## config.mk

```make
export PLATFORM = sky130hd
export DESIGN_NAME = vga_scanout
export DESIGN_NICKNAME = d
export VERILOG_FILES = /design/src/rtl/vga_scanout.sv
export SDC_FILE = /design/constraint.sdc
export NUM_CORES = 1
export LEC_CHECK = 0
export CAP_MARGIN = 0
export CORE_MARGIN = 2
export CORE_UTILIZATION = 40
export CTS_CLUSTER_DIAMETER = 120
export CTS_CLUSTER_SIZE = 14
export DETAILED_ROUTE_END_ITERATION = 10
export PLACE_DENSITY = 0.67
export SKIP_CTS_REPAIR_TIMING = 1
export SYNTH_ARGS = -nofsm -noshare
export SYNTH_HDL_FRONTEND = slang
export SYNTH_SLANG_ARGS = --single-unit
```

## constraint.sdc

```tcl
create_clock -name CLOCK_25 -period 3.2 [get_ports CLOCK_25]
set_input_delay 0.32 -clock CLOCK_25 [delete_from_list [all_inputs] [get_ports CLOCK_25]]
set_output_delay 0.32 -clock CLOCK_25 [all_outputs]
set_load 0.02 [all_outputs]
```

## src/rtl/vga_scanout.sv

```systemverilog
// vga_scanout - VGA raster timing and scan-out for the Pong display path.
//
// Runs the horizontal/vertical pixel counters, presents 1-based raster
// coordinates to img_generator, takes its color back one clock later and
// drives blanking-masked RGB plus hsync/vsync to the DAC. Also pulses a
// once-per-frame tick for frame-locked game logic.
//
// Ports:
//   CLOCK_25    in   pixel clock, one pixel per rising edge
//   RESET_N     in   asynchronous active-low reset
//   x, y        out  12-bit 1-based raster coordinates (registered)
//   color       in   3-bit pixel color for the current (x, y)
//   rgb         out  {R,G,B}, forced to 0 during blanking
//   hsync       out  horizontal sync, asserted level = SYNC_POL
//   vsync       out  vertical sync, asserted level = SYNC_POL
//   frame_tick  out  one-cycle pulse coincident with rgb of pixel (1,1)
module vga_scanout #(
    parameter int   H_VISIBLE = 640,
    parameter int   H_FRONT   = 16,
    parameter int   H_SYNC    = 96,
    parameter int   H_BACK    = 48,
    parameter int   V_VISIBLE = 480,
    parameter int   V_FRONT   = 10,
    parameter int   V_SYNC    = 2,
    parameter int   V_BACK    = 33,
    parameter logic SYNC_POL  = 1'b0
) (
    input  logic        CLOCK_25,
    input  logic        RESET_N,
    output logic [11:0] x,
    output logic [11:0] y,
    input  logic [2:0]  color,
    output logic [2:0]  rgb,
    output logic        hsync,
    output logic        vsync,
    output logic        frame_tick
);

    localparam logic [11:0] H_TOT   = 12'(H_VISIBLE + H_FRONT + H_SYNC + H_BACK);
    localparam logic [11:0] V_TOT   = 12'(V_VISIBLE + V_FRONT + V_SYNC + V_BACK);
    localparam logic [11:0] H_VIS   = 12'(H_VISIBLE);
    localparam logic [11:0] V_VIS   = 12'(V_VISIBLE);
    localparam logic [11:0] HS_BEG  = 12'(H_VISIBLE + H_FRONT);
    localparam logic [11:0] HS_END  = 12'(H_VISIBLE + H_FRONT + H_SYNC);
    localparam logic [11:0] VS_BEG  = 12'(V_VISIBLE + V_FRONT);
    localparam logic [11:0] VS_END  = 12'(V_VISIBLE + V_FRONT + V_SYNC);

    logic [11:0] h_cnt, v_cnt;
    logic [11:0] h_nxt, v_nxt;
    logic        visible, hs_act, vs_act;

    always_comb begin
        h_nxt = h_cnt + 12'd1;
        v_nxt = v_cnt;
        if (h_cnt == H_TOT - 12'd1) begin
            h_nxt = 12'd0;
            v_nxt = (v_cnt == V_TOT - 12'd1) ? 12'd0 : v_cnt + 12'd1;
        end
    end

    assign visible = (h_cnt < H_VIS) && (v_cnt < V_VIS);
    assign hs_act  = (h_cnt >= HS_BEG) && (h_cnt < HS_END);
    assign vs_act  = (v_cnt >= VS_BEG) && (v_cnt < VS_END);

    // x/y are kept as their own registers (loaded with next count + 1) so
    // img_generator sees clean flop outputs rather than an adder.
    // The blanking mux uses a known select, so an X on color outside the
    // visible window never reaches rgb.
    always_ff @(posedge CLOCK_25 or negedge RESET_N) begin
        if (!RESET_N) begin
            h_cnt      <= 12'd0;
            v_cnt      <= 12'd0;
            x          <= 12'd1;
            y          <= 12'd1;
            rgb        <= 3'b000;
            hsync      <= ~SYNC_POL;
            vsync      <= ~SYNC_POL;
            frame_tick <= 1'b0;
        end else begin
            h_cnt      <= h_nxt;
            v_cnt      <= v_nxt;
            x          <= h_nxt + 12'd1;
            y          <= v_nxt + 12'd1;
            rgb        <= visible ? color : 3'b000;
            hsync      <= hs_act ? SYNC_POL : ~SYNC_POL;
            vsync      <= vs_act ? SYNC_POL : ~SYNC_POL;
            frame_tick <= (h_cnt == 12'd0) && (v_cnt == 12'd0);
        end
    end

endmodule

```

==> results of run 1 <==
## power by group
group | switching, mW | internal [mW]
logic | 0.0168 | 0.00849
clock network | 0.214 | 0.175
registers | 0.000455 | 0.684
## flip-flops by register name (all words and copies together), names as in the netlist
| register | cells |
|---|---|
| x | 12 |
| hsync | 1 |
| rgb | 3 |
| y | 12 |
| vsync | 1 |
| v_cnt | 12 |
| h_cnt | 12 |
| frame_tick | 1 |
## per-stage QoR
step	hold WS [ns]	setup WS, ns	cell area (um^2)
2_1_floorplan	0.02441	0.6069	2681
6_report	0.07728	0.3282	3158
5_1_grt	0.1415	0.01896	3158
3_3_place_gp	0.4468	0.3720	3065
4_1_cts	0.1135	0.1646	3157
3_5_place_dp	0.4561	0.2098	3065
## path summary, 6_finish.rpt
path	end	slack, ns	cells after the start
max	y[6]$_DFF_PN0_	0.33	10
max in group asynchronous	y[0]$_DFF_PN1_	2.31	2
min	h_cnt[2]$_DFF_PN0_	0.08	1
min in group CLOCK_25	rgb[2]$_DFF_PN0_	0.57	2
min reg2reg	h_cnt[0]$_DFF_PN0_	0.59	1
max reg2reg	y[6]$_DFF_PN0_	0.33	10
## routing by layer
metal	vias up	routed length (um)	track usage [%]
met2	52	2335	21.56
met3	6	208	3.176
met4	0	61	5.195
li1	959	-	-
met1	903	2569	22.44
met5	-	0	0
## layout by cell type (no fill, tap or decap), types with 11 or more instances in the layout
cell type / synthesis / layout
xnor2_1: 15 / 15
inv_1: 14 / 14
o21ai_0: 11 / 11
nand3_1: 15 / 15
xor2_1: 18 / 18
nor2_1: 16 / 16
clkdlybuf4s50_1: 0 / 33
nand2_1: 19 / 19
dfrtp_1: 50 / 50
## cell type report
class	count	area (um^2)
Fill cell	575	3264
Sequential cell	54	1356
Multi-Input combinational cell	181	1219
Timing Repair Buffer	35	342.8
Tap cell	77	96.34
Clock buffer	7	86.33
Inverter	14	52.55
Clock inverter	1	5.005
## kinds of logic after synthesis
logic type / Yosys count
compound gates: 33
xor+xnor: 33
fa+ha+maj: 6
buf+inv: 23
flops: 54
mux: 1
simple gates: 108
==> qor.yml, run 1 <==
clk_pin_slew_ns: 0.10
ys.flop_type: "dfrtp_1"
gr-total-overflow: 0
fin_crit_ns: 2.872
hold_viol_final: 0
power_density_nw_per_um2: 348.1
critPathBufInv: 1
grt_start_max_net_pins: 37
synth-xor-area-share_pct: 10.78
synth-seq-cells: 54
clock_path_buffers: 2
area_delta_synth_final_pct: 17.78
die_width_um: 85.88
cellLeakagePower_nw: 1.404
fin_tns_setup_ns: 0
synthAdderAreaFrac_pct: 2.800
final_antenna_net_count: 0
syn_area_um2: 2681
grt_usage_pct: 15.01
cts_tree: "yes"
finalClockSkew_ns: 0.009546
cp_slowest_cell: "and4_2"
synth_top_family_by_area: "simple AND/OR/NAND/NOR gates"
io_buffers: 34
synth_top_area_share_pct: 46.66
core_um2: 6422
setup_viol: 0
initial_core_util_pct: 41.75
cp-end-kind: "flop"
async_flop_share_pct: 100.0
grt_pass1_vias: 1803
drive_gt1_share_pct: 8.219
cp_cell_sequence: "ha_1 > and3_1 > and4_2 > nand2_1 > o21a_1 > inv_1 > ha_1 > nand2_1 > nor3b_1 > xor2_1"
yosys.area_share.simple_pct: 23.71
relSlewSlack_pct: 48.06
critPathLaunchType: "flop"
critical_path.max_fanout: 17
fmax_ghz: 0.3482
slowest_delay_ns: 0.49
antenna_found_initial: 0
drc: 3
synth_mux_area_share_pct: 0.3733
crit_family: "simple AND/OR/NAND/NOR gates"
viasPerCell: 5.203
grt_first_pass_wirelength_mm: 8.735
outcome: "finished with violations"
globalplace.congestion: 0.8519
drv_cap: 0
worstMarginPinSlew_ns: 0.7791
synth_cells: 258
max-vdd-ir-drop_uv: 188.3
crit_start: "h_cnt[1]$_DFF_PN0_"
finalCritPeriodShare_pct: 89.74
num_antenna_cells: 0
hold_path.class: "in2async"
rsz0062_at_grt: "false"
total_power_mw: 1.099
ys_seq_area_share_pct: 50.58
drt_iter0_markers: 141
synth_nets: 269
num_vias: 1920
boundaryPins: 35
layoutNonFillerInstCount: 369
wl_mm: 5.175
reg2reg_from: "h_cnt[1]$_DFF_PN0_"
dp.final_hpwl_mm: 3.775
dp.cells: 361
avgSynthCellArea_um2: 10.39
clock_latency_ns: 0.31
clkSinkCount: 54
synth_common_cells: "dfrtp_1 (50), nand2_1 (19), xor2_1 (18), nor2_1 (16)"
synth_edf_count: 0
synth_area_leader_cell: "dfrtp_1"
synth_warnings: 0
final_util_pct: 49.17
die_area_um2: 7375
cts_made_buffers: 5
ctsHtreeMaxLevel: 2
synth_most_common_cell: "dfrtp_1"
drv_slew: 0
root_buffer: "clkbuf_8"
synth_compound_area_share_pct: 7.746
nets: 302
required_ns: 3.42
critPathKind: "reg2reg"
die_h_um: 85.88
synth_area_leaders: "dfrtp_1 (47%), xor2_1 (5.9%), xnor2_1 (4.9%), dfstp_2 (3.9%), ha_1 (2.8%)"
wl_per_cell_um: 14.02
fp-row-count: 29
cp.arrival_ns: 3.10
violations: "DRC"
synth_cell_types: 44
firstDrtPassIters: 9
Note: power is estimated with default switching activity, not from simulation.
==> run 2, diff against run 1 <==
- HOLD_SLACK_MARGIN: unset -> 0.02
==> results of run 2 <==
Same layout as run 1: the final DEF is identical, and so are final timing and power.
